==> config.mk <==
export PLATFORM = sky130hd
export DESIGN_NAME = bus_terminal_fifo_flat
export DESIGN_NICKNAME = d
export VERILOG_FILES = /design/src/rtl/bus_terminal_fifo_if.sv /design/src/rtl/bus_terminal_fifo.sv /design/src/flat_wrapper.sv
export SDC_FILE = /design/constraint.sdc
export NUM_CORES = 1
export LEC_CHECK = 0
export ABC_AREA = 1
export BUFFER_PORTS_ARGS = -buffer_cell sky130_fd_sc_hd__buf_4
export CAP_MARGIN = 30
export CORE_MARGIN = 2
export CORE_UTILIZATION = 44
export DETAILED_ROUTE_END_ITERATION = 8
export GPL_TIMING_DRIVEN = 0
export PLACE_DENSITY = 0.57
export SLEW_MARGIN = 20
export SYNTH_ARGS = -nofsm -noshare
export SYNTH_HDL_FRONTEND = slang
export SYNTH_SLANG_ARGS = --single-unit
==> constraint.sdc <==
create_clock -name clk -period 3.14 [get_ports clk]
set_clock_uncertainty 0.05 [all_clocks]
set_input_delay 0.471 -clock clk [delete_from_list [all_inputs] [get_ports clk]]
set_output_delay 0.471 -clock clk [all_outputs]
set_load 0.005 [all_outputs]
==> src/rtl/bus_terminal_fifo_if.sv <==
// Host/bus handshake bundle for one bus terminal.
// Slave side is the terminal; master side is host plus arbiter.
interface bus_terminal_fifo_if #(
  parameter int pckg_sz   = 16,
  parameter int deep_fifo = 8
);
  localparam int CW = $clog2(deep_fifo + 1);

  logic               tx_push;
  logic [pckg_sz-1:0] tx_data;
  logic               tx_full;
  logic [CW-1:0]      tx_count;
  logic               tx_drop;
  logic               pop;
  logic               pndng;
  logic [pckg_sz-1:0] D_pop;
  logic               push;
  logic [pckg_sz-1:0] D_push;
  logic               rx_pop;
  logic [pckg_sz-1:0] rx_data;
  logic               rx_pndng;
  logic               rx_drop;
  logic [7:0]         misaddr_cnt;

  modport slave (
    input  tx_push, tx_data, pop, push, D_push, rx_pop,
    output tx_full, tx_count, tx_drop, pndng, D_pop,
    output rx_data, rx_pndng, rx_drop, misaddr_cnt
  );

  modport master (
    output tx_push, tx_data, pop, push, D_push, rx_pop,
    input  tx_full, tx_count, tx_drop, pndng, D_pop,
    input  rx_data, rx_pndng, rx_drop, misaddr_cnt
  );
endinterface

==> src/rtl/bus_terminal_fifo.sv <==
// Bus terminal: TX FIFO toward the arbiter, address-filtered
// RX FIFO toward the host, both show-ahead circular buffers.
module bus_terminal_fifo #(
  parameter int         pckg_sz   = 16,
  parameter int         deep_fifo = 8,
  parameter logic [7:0] id        = 8'd0,
  parameter logic [7:0] broadcast = 8'hFF
) (
  input  logic               clk,
  input  logic               reset,
  bus_terminal_fifo_if.slave bus
);
  localparam int PW = $clog2(deep_fifo);
  localparam int CW = $clog2(deep_fifo + 1);
  localparam logic [CW-1:0] FULL = CW'(deep_fifo);
  localparam logic [PW-1:0] LAST = PW'(deep_fifo - 1);

  function automatic logic [PW-1:0] nxt(input logic [PW-1:0] p);
    return (p == LAST) ? '0 : p + 1'b1;
  endfunction

  logic [pckg_sz-1:0] tx_mem [deep_fifo];
  logic [PW-1:0]      tx_wp_q, tx_wp_d, tx_rp_q, tx_rp_d;
  logic [CW-1:0]      tx_cnt_q, tx_cnt_d;
  logic               tx_drop_q, tx_drop_d;
  logic               tx_rd, tx_wr, tx_ne;

  logic [pckg_sz-1:0] rx_mem [deep_fifo];
  logic [PW-1:0]      rx_wp_q, rx_wp_d, rx_rp_q, rx_rp_d;
  logic [CW-1:0]      rx_cnt_q, rx_cnt_d;
  logic               rx_drop_q, rx_drop_d;
  logic               rx_rd, rx_wr, rx_ne;

  logic [7:0]         mis_q, mis_d;
  logic [7:0]         dest;
  logic               hit, rx_acc;

  assign dest   = bus.D_push[pckg_sz-1 -: 8];
  assign hit    = (dest == id) || (dest == broadcast);
  assign rx_acc = bus.push && hit;

  // A pop on a full FIFO frees the slot a same-cycle push uses.
  always_comb begin
    tx_rd     = bus.pop && (tx_cnt_q != '0);
    tx_wr     = bus.tx_push && ((tx_cnt_q != FULL) || tx_rd);
    tx_drop_d = bus.tx_push && !tx_wr;
    tx_wp_d   = tx_wr ? nxt(tx_wp_q) : tx_wp_q;
    tx_rp_d   = tx_rd ? nxt(tx_rp_q) : tx_rp_q;
    tx_cnt_d  = tx_cnt_q + CW'(tx_wr) - CW'(tx_rd);

    rx_rd     = bus.rx_pop && (rx_cnt_q != '0);
    rx_wr     = rx_acc && ((rx_cnt_q != FULL) || rx_rd);
    rx_drop_d = rx_acc && !rx_wr;
    rx_wp_d   = rx_wr ? nxt(rx_wp_q) : rx_wp_q;
    rx_rp_d   = rx_rd ? nxt(rx_rp_q) : rx_rp_q;
    rx_cnt_d  = rx_cnt_q + CW'(rx_wr) - CW'(rx_rd);

    mis_d = mis_q;
    if (bus.push && !hit && (mis_q != 8'hFF))
      mis_d = mis_q + 8'd1;
  end

  always_ff @(posedge clk or posedge reset) begin
    if (reset) begin
      tx_wp_q   <= '0;
      tx_rp_q   <= '0;
      tx_cnt_q  <= '0;
      tx_drop_q <= 1'b0;
      rx_wp_q   <= '0;
      rx_rp_q   <= '0;
      rx_cnt_q  <= '0;
      rx_drop_q <= 1'b0;
      mis_q     <= '0;
    end else begin
      tx_wp_q   <= tx_wp_d;
      tx_rp_q   <= tx_rp_d;
      tx_cnt_q  <= tx_cnt_d;
      tx_drop_q <= tx_drop_d;
      rx_wp_q   <= rx_wp_d;
      rx_rp_q   <= rx_rp_d;
      rx_cnt_q  <= rx_cnt_d;
      rx_drop_q <= rx_drop_d;
      mis_q     <= mis_d;
    end
  end

  // Storage needs no reset: outputs are masked while empty.
  always_ff @(posedge clk) begin
    if (tx_wr) tx_mem[tx_wp_q] <= bus.tx_data;
    if (rx_wr) rx_mem[rx_wp_q] <= bus.D_push;
  end

  assign tx_ne = (tx_cnt_q != '0);
  assign rx_ne = (rx_cnt_q != '0);

  assign bus.pndng       = tx_ne;
  assign bus.D_pop       = tx_ne ? tx_mem[tx_rp_q] : '0;
  assign bus.tx_full     = (tx_cnt_q == FULL);
  assign bus.tx_count    = tx_cnt_q;
  assign bus.tx_drop     = tx_drop_q;
  assign bus.rx_pndng    = rx_ne;
  assign bus.rx_data     = rx_ne ? rx_mem[rx_rp_q] : '0;
  assign bus.rx_drop     = rx_drop_q;
  assign bus.misaddr_cnt = mis_q;
endmodule

==> src/flat_wrapper.sv <==
// flat-port wrapper written by rule: the top's interface ports become plain ports
module bus_terminal_fifo_flat 
#(
  parameter int         pckg_sz   = 16,
  parameter int         deep_fifo = 8,
  parameter logic [7:0] id        = 8'd0,
  parameter logic [7:0] broadcast = 8'hFF
)
  (clk, reset, bus_tx_push, bus_tx_data, bus_pop, bus_push, bus_D_push, bus_rx_pop, bus_tx_full, bus_tx_count, bus_tx_drop, bus_pndng, bus_D_pop, bus_rx_data, bus_rx_pndng, bus_rx_drop, bus_misaddr_cnt);
  bus_terminal_fifo_if #(.pckg_sz(pckg_sz), .deep_fifo(deep_fifo)) bus_i ();
  input  logic clk;
  input  logic reset;
  input wire logic [$bits(bus_i.tx_push)-1:0] bus_tx_push;
  input wire logic [$bits(bus_i.tx_data)-1:0] bus_tx_data;
  input wire logic [$bits(bus_i.pop)-1:0] bus_pop;
  input wire logic [$bits(bus_i.push)-1:0] bus_push;
  input wire logic [$bits(bus_i.D_push)-1:0] bus_D_push;
  input wire logic [$bits(bus_i.rx_pop)-1:0] bus_rx_pop;
  output wire logic [$bits(bus_i.tx_full)-1:0] bus_tx_full;
  output wire logic [$bits(bus_i.tx_count)-1:0] bus_tx_count;
  output wire logic [$bits(bus_i.tx_drop)-1:0] bus_tx_drop;
  output wire logic [$bits(bus_i.pndng)-1:0] bus_pndng;
  output wire logic [$bits(bus_i.D_pop)-1:0] bus_D_pop;
  output wire logic [$bits(bus_i.rx_data)-1:0] bus_rx_data;
  output wire logic [$bits(bus_i.rx_pndng)-1:0] bus_rx_pndng;
  output wire logic [$bits(bus_i.rx_drop)-1:0] bus_rx_drop;
  output wire logic [$bits(bus_i.misaddr_cnt)-1:0] bus_misaddr_cnt;
  assign bus_i.tx_push = bus_tx_push;
  assign bus_i.tx_data = bus_tx_data;
  assign bus_i.pop = bus_pop;
  assign bus_i.push = bus_push;
  assign bus_i.D_push = bus_D_push;
  assign bus_i.rx_pop = bus_rx_pop;
  assign bus_tx_full = bus_i.tx_full;
  assign bus_tx_count = bus_i.tx_count;
  assign bus_tx_drop = bus_i.tx_drop;
  assign bus_pndng = bus_i.pndng;
  assign bus_D_pop = bus_i.D_pop;
  assign bus_rx_data = bus_i.rx_data;
  assign bus_rx_pndng = bus_i.rx_pndng;
  assign bus_rx_drop = bus_i.rx_drop;
  assign bus_misaddr_cnt = bus_i.misaddr_cnt;
  bus_terminal_fifo #(.pckg_sz(pckg_sz), .deep_fifo(deep_fifo), .id(id), .broadcast(broadcast)) u_core (.clk(clk), .reset(reset), .bus(bus_i));
endmodule
## Yosys cells after proc, flatten, opt, wreduce, memory -nomap -nowiden

Memories as Yosys holds them, arrays and structs flattened.
Index checks and enable logic that the tools add are counted.
W data, S select, Z words.

- Add/sub/neg operators: 9
- Bitwise gates (word level): 0
- Multipliers: 0
- Divide/modulo/power cells: 0
- Magnitude comparators: 0
- Reduce and logical (&&, ||, !) cells: 18
- Multiplexer cells: 10
- Shift-type cells: 0
- Eq/ne operators: 9

Operators with widths:

| cell | count |
|---|---|
| $mux W16 | 2 |
| $add A3 B1 Y3 const B | 4 |
| $eq A3 B3 Y1 const B | 4 |
| $mux W3 | 4 |
| $logic_and A1 B1 Y1 | 9 |
| $add A4 B1 Y4 | 2 |
| $add A8 B1 Y8 const B | 1 |
| $eq A8 B8 Y1 const B | 1 |
| $logic_not A8 Y1 | 1 |
| $ne A4 B4 Y1 const B | 2 |
| $ne A8 B8 Y1 const B | 1 |
| $reduce_bool A4 Y1 | 2 |
| $sub A4 B1 Y4 | 2 |
| $eq A4 B4 Y1 const B | 1 |
| $mux W1 | 4 |
| $logic_not A1 Y1 | 3 |
| $logic_or A1 B1 Y1 | 3 |

- RAM bits: 256
- Latch bits: 0
- ROM bits: 0
- Register bits after elaboration: 30
- Memories kept: 2
- Output and inout port bits: 49
- Input port bits: 38

Memories:

| memory | depth | bits a word | read ports | clocked after Yosys merged registers in | write ports | line | RTL |
|---|---|---|---|---|---|---|---|
| u_core.rx_mem | 8 | 16 | 1 | 0 | 1 | bus_terminal_fifo.sv:28 | `logic [pckg_sz-1:0] rx_mem [deep_fifo];` |
| u_core.tx_mem | 8 | 16 | 1 | 0 | 1 | bus_terminal_fifo.sv:22 | `logic [pckg_sz-1:0] tx_mem [deep_fifo];` |

## Depth between registers and ports, before layout

Gate-level depths: netlist of the first run.

- Depth after elaboration: 6
- Mapped depth: 11
- Mapped depth without buffers: 11

## Least setup slack after synthesis of the first run

No wires, ideal clock.

- Path kind: input port to flip-flop
- Start point: in bus_D_push[15]
- End point: mem u_core.rx_mem[0][0], enable pin
- Arrival time: 1.812 ns
- Cell stages on the path: 5
- Setup slack: 0.890 ns
- Library setup time: 0.388 ns
- Path buffers: 0
- Cell sequence: nor2_1 nand2_1 o21ai_4 nand4_2 nor2_1

- Cells in the longest elaborated chain, start to end: 6

RTL lines:

| item | line | RTL |
|---|---|---|
| from (decl) | flat_wrapper.sv:17 | `input wire logic [$bits(bus_i.D_push)-1:0] bus_D_push;` |
| $eq A8 B8 Y1 / $logic_not A8 Y1 (equally long branches) | bus_terminal_fifo.sv:39 | `assign hit = (dest == id) \|\| (dest == broadcast);` |
| $logic_or A1 B1 Y1 * | bus_terminal_fifo.sv:39 |  |
| $logic_and A1 B1 Y1 * | bus_terminal_fifo.sv:40 | `assign rx_acc = bus.push && hit;` |
| $logic_and A1 B1 Y1 * | bus_terminal_fifo.sv:52 | `rx_wr = rx_acc && ((rx_cnt_q != FULL) \|\| rx_rd);` |
| $mux W1 * | bus_terminal_fifo.sv:90 | `if (rx_wr) rx_mem[rx_wp_q] <= bus.D_push;` |
| $mux W1 (implied by the code) * | bus_terminal_fifo.sv:90 |  |
| to (decl) | bus_terminal_fifo.sv:28 |  |

Every way passes the cells marked *; elsewhere a longest branch is shown, timed or not.

## Worst setup path after layout of the first run

- Start point: reg u_core.rx_rp_q[1]
- End point: out bus_rx_data[7]

- Cells in the longest elaborated chain, start to end: 2

RTL lines:

| item | line | RTL |
|---|---|---|
| from (decl) | bus_terminal_fifo.sv:29 | `logic [PW-1:0] rx_wp_q, rx_wp_d, rx_rp_q, rx_rp_d;` |
| from (signal assigned) | bus_terminal_fifo.sv:80 | `rx_rp_q <= rx_rp_d;` |
| $mem_v2 Z8 W16 | - |  |
| $mux W16 | bus_terminal_fifo.sv:102 | `assign bus.rx_data = rx_ne ? rx_mem[rx_rp_q] : '0;` |
| to (decl) | flat_wrapper.sv:24 | `output wire logic [$bits(bus_i.rx_data)-1:0] bus_rx_data;` |

No other way between the ends.

==> results of run 1 <==
## power by group
| part | switching (W) | internal [W] | total [W] |
|---|---|---|---|
| registers | 0.000193 | 0.00453 | 0.00472 |
| clock network | 0.00143 | 0.00222 | 0.00365 |
| logic | 0.00289 | 0.00186 | 0.00475 |
| total | 0.00451 | 0.00861 | 0.0131 |
## path summary, 6_finish.rpt
check	slack, ps	end	cells after the start	start
setup reg to reg	750	u_core.bus.tx_count[2]$_DFF_PP0_	11	u_core.bus.tx_count[2]$_DFF_PP0_
min in group asynchronous	530	u_core.bus.tx_count[3]$_DFF_PP0_	3	reset
max in group asynchronous	2060	u_core.rx_wp_q[1]$_DFFE_PP0P_	3	reset
setup / recovery	190	bus_rx_data[7]	7	u_core.rx_rp_q[1]$_DFFE_PP0P_
hold / removal	110	u_core.bus.tx_drop$_DFF_PP0_	3	bus_tx_push
hold reg to reg	490	u_core.bus.misaddr_cnt[3]$_DFFE_PP0P_	2	u_core.bus.misaddr_cnt[3]$_DFFE_PP0P_
## synthesized netlist by cell type (all sizes together)
| library cell | n | area share (%) |
|---|---|---|
| nand2 | 94 | 3.0 |
| dfrtp | 30 | 6.3 |
| edfxtp | 256 | 64 |
| nand3 | 23 | 1.1 |
| fa | 2 | 0.33 |
| buf | 32 | 1.9 |
| inv | 43 | 1.3 |
| nor3b | 1 | 0.063 |
| o21ai | 137 | 5.8 |
| nor2 | 262 | 8.2 |
| clkbuf | 19 | 0.61 |
| a21oi | 2 | 0.084 |
| o211ai | 33 | 2.1 |
| xnor2 | 3 | 0.22 |
| o22ai | 32 | 1.7 |
| xor2 | 4 | 0.29 |
| nand4 | 8 | 0.57 |
| ha | 21 | 2.2 |
## layer usage
layer	vias to the layer above	GRT usage, %
met5	-	0
met4	0	5.54
met3	55	2.92
met2	228	34.7
met1	3683	26.9
li1	3808	-
## repair_timing
action	CTS	global route
buffers inserted	0	0
hold buffers	1	0
hold endpoints to repair	11	0
## registers in the layout, indices dropped and copies added (netlist names), 4 cells and up
signal                  count
u_core.bus.misaddr_cnt      8
u_core.rx_mem             128
u_core.tx_mem             128
u_core.bus.tx_count         4
u_core.rx_cnt_q             4
## cell type report
cell class	count	area (sq um)	share of cell area, %
Sequential cell	286	8440	59.0
Buffer	51	295	2.06
Inverter	43	161	1.13
Tap cell	341	427	2.98
Clock buffer	38	802	5.60
Clock inverter	17	221	1.55
Timing Repair Buffer	100	836	5.84
Multi-Input combinational cell	622	3130	21.9
## stage by stage
step                setup TNS (ps)  worst slack, ps  util, %  instance area, sq um  total power, W
finish                           0              192     53.3                 14300          0.0131
global route                     0             58.4     53.3                 14300          0.0140
CTS                              0              170     53.3                 14300          0.0132
detailed placement               0              487     49.4                 13300         0.00958
global placement            -16040             -272     48.5                 13000         0.00946
floorplan                        0              890        -                 12000         0.00755
## worst register-to-register path, stage by stage, from the launching register on
cell and delay (ps):
dfrtp_1 380, inv_1 110, ha_1 200, nand3_4 160, nand2_1 160, inv_1 130, ha_1 290, inv_1 60
ha_1 160, inv_1 60, fa_1 380, xnor2_1 140
## cell families after synthesis
group	after synthesis
and+or+nand+nor	388
adders and majority gates	23
DFF	286
AOI/OAI and AO/OA	204
xor gates and xnor gates	7
buffers and inverters	94
## layout by cell type (no fill, tap or decap), types with 21 or more instances in the layout
| cell | count |
|---|---|
| edfxtp_1 | 256 |
| nor2_1 | 245 |
| buf_4 | 95 |
| nand2_1 | 92 |
| o21ai_0 | 88 |
| o21ai_1 | 48 |
| inv_1 | 38 |
| o22ai_1 | 32 |
| o211ai_1 | 32 |
| clkbuf_16 | 31 |
| dfrtp_1 | 30 |
| clkbuf_1 | 25 |
| nand3_1 | 21 |
| ha_1 | 21 |
==> results_dict.tcl, run 1 <==
set metrics [dict create \
    finalHoldViolations 0 \
    nNetsFinal 1196 \
    worstSetupPathType "reg -> out" \
    synth-xor-area-share_pct 0.512 \
    firstDrtPassIters 5 \
    hold-worst-slack_ps 108 \
    clock_latency_ps 550 \
    fmax_ghz 0.339 \
    crit_fanout 10 \
    placement.io_buffers 85 \
    synth_compound_area_share_pct 9.68 \
    slew_headroom_pct 50.7 \
    hold_path_class "in -> reg" \
    initial_core_util_pct 44.6 \
    grt_max_degree 31 \
    yosysSeqAreaShare_pct 70.5 \
    wirelength_um 28400 \
    ys_warn_count 0 \
    setup_viol 0 \
    min_period_ps 2950 \
    yosysUniqueCellTypes 31 \
    grt_use_total_pct 20.1 \
    period_share_pct 93.9 \
    antenna_found_initial 0 \
    synth_nets 1063 \
    synth-simple-area-share_pct 13.0 \
    core_sq_um 26900 \
    synth.mux.area_fraction_pct 0 \
    slowest_delay_ps 440 \
    diodes 0 \
    worstPathCellList "inv_2, clkbuf_1, o21ai_0, o22ai_1, nor2_1, nor2_1, buf_4" \
    post-route-drc-count 0 \
    cts_buffer_depth 3 \
    final_cells 1498 \
    tritoncts "done" \
    status "completed" \
    p_leak_nw 5.38 \
    syn_to_final_growth_pct 19.5 \
    num_rows 60 \
    cts_htree_levels 1 \
    ys_ff_latch 286 \
    drtIter0Drc 599 \
    ios 87 \
    crit_required_ps 2620 \
    drive_gt1_share_pct 18.0 \
    grt_pass1_vias 7649 \
    synth_area_sq_um 12000 \
    cpMostUsedCell "nor2_1" \
    antenna_left 0 \
    cts_resized 0 \
    rsz0062_at_grt "no" \
    fp.dieW_um 169 \
    avgRoutedWirePerCell_um 18.9 \
    overflow 0 \
    worst_pin_slew_ps 738 \
    synthCells 1002 \
    synth_area_per_cell_sq_um 12.0 \
    yosys.area_share.adder_pct 2.53 \
    vias 7774 \
    viasPerCell 5.19 \
    dieArea_sq_um 28600 \
    p_per_area_nw_per_um2 917 \
    drv_slew 0 \
    cp-end-kind "output port" \
    clkTransAtPathRegs_ps 60 \
    critPathBufInv 3 \
    start_kind "flop" \
    grt_pass1_wl_um 43900 \
    cap_violations 0 \
    wl_met3_um 1590 \
    crit_arrival_ps 2430 \
    critPathSlowestCell "dfrtp_1" \
    dr_wl_met2_um 13800 \
    cts_buffers 31 \
    dp_hpwl_um 19100 \
    place_congestion 0.752 \
    crit_family "buffers and inverters" \
    clock_sinks 286 \
    fill_cells 2356 \
    dp_cells 1442 \
    wl_met1_um 12300 \
    highest_layer "met4" \
    synth_top_family_by_area "simple AND/OR/NAND/NOR gates" \
    cts_root_buf "clkbuf_16" \
    ir_drop_mv 0.610 \
    die_y_um 169 \
]
Note: power is estimated with default switching activity, not from simulation.
==> inputs of run 2 (changes only) <==
CORE_ASPECT_RATIO = 1.4   (was unset)
==> run 2 against run 1 <==
Effect of this change:
- the flow now finishes with violations (negative hold slack)
- flip-flop and latch count did not move
- hold slack lost 110 ps
- global-route usage increased by 0.39 points
- fmax is 1.1% higher
- via count rose by 1.2%
- largest cell class unchanged
- register-to-register slack gained 20 ps
- sequential share of layout area is 0.85 points higher
- total power down 4.3%
- first-iteration DRC count shrank 16%
- combinational power barely moved
- non-clock buffer count is 1 lower
==> results_dict.tcl, run 2 (synthesis gave the netlist of run 1 again) <==
set metrics [dict create \
    wirelength_um 29200 \
    cts_buffer_depth 3 \
    clkTransAtPathRegs_ps 60 \
    crit_arrival_ps 2400 \
    violations "negative hold slack" \
    cts_resized 0 \
    finalHoldViolations 2 \
    ios 87 \
    drive_gt1_share_pct 17.1 \
    cts_root_buf "clkbuf_16" \
    crit_family "buffers and inverters" \
    preCtsSetupSlack_ps 501 \
    overflow 0 \
    crit_fanout 10 \
    post-route-drc-count 0 \
    crit_required_ps 2620 \
    clock_sinks 286 \
    antenna_found_initial 0 \
    rsz0062_at_grt "no" \
    cts_htree_levels 1 \
    cts_setup_buffers 0 \
    grt_pass1_wl_um 43900 \
    nNetsFinal 1191 \
    status "complete, but fails checks" \
    clock_latency_ps 530 \
    grt_use_total_pct 20.5 \
    hold-worst-slack_ps -3.72 \
    p_leak_nw 5.27 \
    slew_headroom_pct 54.6 \
    cts_buffers 27 \
    cpMostUsedCell "nor2_1" \
    viasPerCell 5.20 \
    cts_hold_buffers 0 \
    dp_hpwl_um 20100 \
    drtIter0Drc 506 \
    fmax_ghz 0.343 \
    grt_pass1_vias 7800 \
    grt_max_degree 31 \
    postPlaceCellArea_sq_um 13300 \
    layout_setup_ws_ps 223 \
    tritoncts "done" \
    avgRoutedWirePerCell_um 19.3 \
    firstDrtPassIters 5 \
    antenna_left 0 \
    layout_common_cells "edfxtp_1 (256), nor2_1 (245), buf_4 (95), nand2_1 (92), o21ai_0 (88)" \
    min_period_ps 2920 \
    critPathSlowestCell "dfrtp_1" \
    critPathBufInv 3 \
    diodes 0 \
    core_sq_um 26800 \
    drv_slew 0 \
    vias 7867 \
    initial_core_util_pct 44.6 \
    start_kind "flop" \
    hold_path_class "in -> async" \
    design_area_sq_um 14100 \
    fill_cells 2393 \
    placement.io_buffers 85 \
    ir_drop_mv 0.599 \
    dieArea_sq_um 28600 \
    power_w 0.0126 \
    num_rows 71 \
    die_y_um 199 \
    syn_to_final_growth_pct 17.8 \
    p_per_area_nw_per_um2 890 \
    fp.dieW_um 143 \
    cp-end-kind "output port" \
    worstPathCellList "inv_2, clkbuf_1, o21ai_0, o22ai_1, nor2_1, nor2_1, buf_4" \
    worstSetupPathType "reg -> out" \
    period_share_pct 92.9 \
    cap_violations 0 \
    worst_pin_slew_ps 680 \
    final_common_cell "edfxtp_1" \
    setup_viol 0 \
    slowest_delay_ps 450 \
    place_congestion 0.797 \
]
-- run 2: cell type report --
type / instances / area (sq um) / share of cell area (%)
timing repair buffer: 99 / 811 / 5.75
clock buffer: 38 / 747 / 5.29
sequential: 286 / 8440 / 59.8
clock inverter: 10 / 67.6 / 0.479
multi-input combinational: 622 / 3130 / 22.2
buffer: 51 / 295 / 2.09
tap: 365 / 457 / 3.24
inverter: 43 / 161 / 1.14
-- run 2: final timing paths --
check | startpoint | end | slack [ps] | cells after the start
hold reg to reg | u_core.bus.misaddr_cnt[1]$_DFFE_PP0P_ | u_core.bus.misaddr_cnt[1]$_DFFE_PP0P_ | 500 | 2
hold / removal | reset | u_core.bus.tx_count[1]$_DFF_PP0_ | -4 | 2
setup reg to reg | u_core.bus.tx_count[2]$_DFF_PP0_ | u_core.bus.tx_count[2]$_DFF_PP0_ | 770 | 11
max in group asynchronous | reset | u_core.rx_rp_q[0]$_DFFE_PP0P_ | 2600 | 2
setup / recovery | u_core.rx_rp_q[1]$_DFFE_PP0P_ | bus_rx_data[14] | 220 | 7
min in group clk | bus_tx_data[10] | u_core.tx_mem[3][10]$_DFFE_PP_ | 110 | 1
-- run 2: through the flow --
step                      util [%]  instances  TNS, ps
after CTS                     52.6       1514        0
after global routing          52.6       1514        0
after global placement        48.7       1452   -15510
after detailed placement      49.6       1466        0
final                         52.6       1514        0
after floorplan                  -       1002        0
-- run 2: worst reg2reg max path: cells and delay by family (launching register included) --
family / cells / cell delay [ps]
XOR/XNOR: 1 / 190
flip-flops: 1 / 370
AND/OR/NAND/NOR: 2 / 340
adder cells (fa/ha/maj): 4 / 1030
buffers and inverters: 4 / 330
-- run 2: routing by layer --
metal | up-vias | global-route usage [%] | share of wire (%)
met5 | - | 0 | 0
met4 | 0 | 7.92 | 3.3
met3 | 71 | 2.40 | 4.4
met2 | 206 | 39.2 | 55
met1 | 3793 | 23.1 | 37
li1 | 3797 | - | -
-- run 2: power breakdown --
part | switching [W] | leakage [nW] | internal (W)
clock network | 0.00133 | 0.399 | 0.00172
logic | 0.00294 | 2.18 | 0.00184
registers | 0.000198 | 2.69 | 0.00453
==> inputs of run 3 (changes only) <==
ABC_AREA = unset   (was 1)
==> run 3 against run 2 <==
Effect of this change:
- the run now ends clean
- critical path depth fell by 1
- total power fell by 4.9%
- combinational power fell by 20%
- via count fell by 27%
- synthesized cell count fell by 42%
==> results_dict.tcl, run 3 <==
set metrics [dict create \
    design_area_sq_um 13800 \
    worst_pin_slew_ps 973 \
    clkTransAtPathRegs_ps 70 \
    avgRoutedWirePerCell_um 21.6 \
    antenna_found_initial 0 \
    crit_arrival_ps 2510 \
    dp_cells 1011 \
    cts_root_buf "clkbuf_16" \
    postPlaceCellArea_sq_um 12800 \
    dp_hpwl_um 15400 \
    tritoncts "done" \
    die_y_um 195 \
    power_w 0.0119 \
    cap_violations 0 \
    synth_top_cell_by_area "edfxtp_1" \
    ios 87 \
    period_share_pct 96.5 \
    r2r_cells 9 \
    slew_headroom_pct 35.1 \
    holdPathEnd "u_core.tx_mem[5][0]$_DFFE_PP_" \
    synth_top_flop_cell "edfxtp_1" \
    async_flop_share_pct 10.5 \
    cts_buffers 28 \
    crit_required_ps 2620 \
    wirelength_um 23100 \
    hold_start "bus_tx_data[0]" \
    p_leak_nw 5.05 \
    ys_top_cells_by_area "edfxtp_1 (67%), mux4_2 (13%), dfrtp_1 (6.5%)" \
    busiest_layer "met2" \
    use_met2_pct 31.5 \
    fp.dieW_um 141 \
    start_kind "flop" \
    crit_fanout 10 \
    placement.io_buffers 86 \
    r2r_slack_ps 430 \
    cts_htree_levels 1 \
    num_rows 70 \
    fmax_ghz 0.330 \
    synth_area_per_cell_sq_um 19.7 \
    drv_slew 0 \
    overflow 0 \
    yosysUniqueCellTypes 38 \
    antenna_left 0 \
    ir_drop_mv 0.523 \
    viasPerCell 5.37 \
    grt_pass1_wl_um 35900 \
    synthCells 584 \
    setup_viol 0 \
    r2r-start "u_core.bus.tx_count[2]$_DFF_PP0_" \
    grt_max_degree 31 \
    final_cells 1067 \
    yosysSeqAreaShare_pct 73.3 \
    dieArea_sq_um 27500 \
    rsz0062_at_grt "no" \
    status "completed" \
    clock_sinks 286 \
    gr-usage-met3_pct 2.67 \
    vias 5732 \
    layout_common_cells "edfxtp_1 (256), buf_4 (95), mux4_2 (64), nor2_1 (42), mux2i_1 (32)" \
    whs_path_depth 1 \
    p_per_area_nw_per_um2 868 \
    ys_warn_count 0 \
    drtIter0Drc 279 \
    synth_most_common_cell "edfxtp_1" \
    drive_gt1_share_pct 34.3 \
    firstDrtPassIters 5 \
    grt_use_total_pct 17.0 \
    hold_path_class "in -> reg" \
    ys_ff_latch 286 \
    setup_tns_ps 0 \
    synth_edf_count 256 \
    final_common_cell "edfxtp_1" \
    clock_latency_ps 530 \
    min_period_ps 3030 \
    r2r-end "u_core.tx_mem[3][8]$_DFFE_PP_" \
    syn_to_final_growth_pct 19.6 \
    synth.top_cell.area_share_pct 66.8 \
    post-route-drc-count 0 \
    place_congestion 0.729 \
    finish.utilization_pct 53.1 \
    cp-end-kind "output port" \
    synth_commonest_cells "edfxtp_1 (256), mux4_2 (64), nor2_1 (45)" \
    diodes 0 \
    synth_nets 645 \
    cts_buffer_depth 3 \
    core_sq_um 25900 \
    nNetsFinal 782 \
    worstSetupPathType "reg -> out" \
    finalHoldViolations 0 \
    grt_pass1_vias 6273 \
    initial_core_util_pct 44.4 \
    use_met1_pct 20.9 \
    synth_area_sq_um 11500 \
]
==> run 3: changes by cell type in the layout (fill, tap and decap cells not counted), moves of 32 or more <==
cell      before  now
nor2_1       245   42
o21ai_1       48    0
o21ai_0       88    2
o211ai_1      32    0
mux4_2         0   64
mux2i_1        0   32
o22ai_1       32    0
nand2_1       92   15
==> run 3: worst max-delay path by stage <==
stage                                                 from                        endpoint  cells past startpoint
final                        u_core.tx_rp_q[1]$_DFFE_PP0P_                   bus_D_pop[14]                      6
after global routing         u_core.tx_rp_q[1]$_DFFE_PP0P_                   bus_D_pop[14]                      6
after CTS                    u_core.rx_rp_q[1]$_DFFE_PP0P_                 bus_rx_data[10]                      6
after detailed placement                     bus_D_push[9]   u_core.rx_mem[3][1]$_DFFE_PP_                      7
after global placement    u_core.bus.tx_count[2]$_DFF_PP0_  u_core.tx_mem[0][10]$_DFFE_PP_                      6
after floorplan           u_core.bus.tx_count[2]$_DFF_PP0_   u_core.tx_mem[0][0]$_DFFE_PP_                      6
==> run 3: cells by family after synthesis <==
| group | count (synthesis) | synth area share (%) |
|---|---|---|
| muxes | 105 | 16.2 |
| xor gates and xnor gates | 9 | 0.685 |
| buffers and inverters | 47 | 1.88 |
| AOI/OAI and AO/OA | 10 | 0.641 |
| adders and majority gates | 23 | 2.63 |
| and+or+nand+nor | 104 | 4.65 |
| DFF | 286 | 73.3 |
==> run 3: per-layer routing <==
| metal | part of all wire (%) | wire (um) |
|---|---|---|
| met1 | 40 | 9210 |
| met2 | 54 | 12500 |
| met3 | 4.0 | 916 |
| met4 | 2.0 | 459 |
| met5 | 0 | 0 |
==> run 3: area by class of cell <==
cell class | instances | area [sq um]
Tap cell | 324 | 405
Clock buffer | 36 | 762
Multi-Input combinational cell | 251 | 2890
Sequential cell | 286 | 8440
Fill cell | 2083 | 12200
Timing Repair Buffer | 107 | 881
Inverter | 22 | 82.6
Clock inverter | 16 | 164
Buffer | 25 | 139
==> run 3: worst max-delay path, stage by stage, from the launching register on <==
cell      delay [ps]
dfrtp_1          370
buf_2            190
clkbuf_1         580
mux4_2           420
mux2i_1          150
nor2_1            90
buf_4            180
==> run 3: stage by stage <==
stage / hold slack [ps] / setup slack [ps]
after floorplan: 427 / 71.1
after global placement: 432 / -1700
after detailed placement: 453 / 143
after CTS: 95.8 / 8.48
after global routing: 103 / 6.02
final: 123 / 109
==> run 3: timing repair <==
action,CTS,global route
hold endpoints to repair,1,0
buffers inserted,0,0
hold buffers,1,0
gates resized for setup,0,8
setup endpoints to repair,0,5
==> run 3: power breakdown <==
part           total [W]  switching, W  internal (W)
clock network    0.00335       0.00138       0.00196
registers        0.00478      0.000218       0.00456
logic            0.00382       0.00183       0.00198
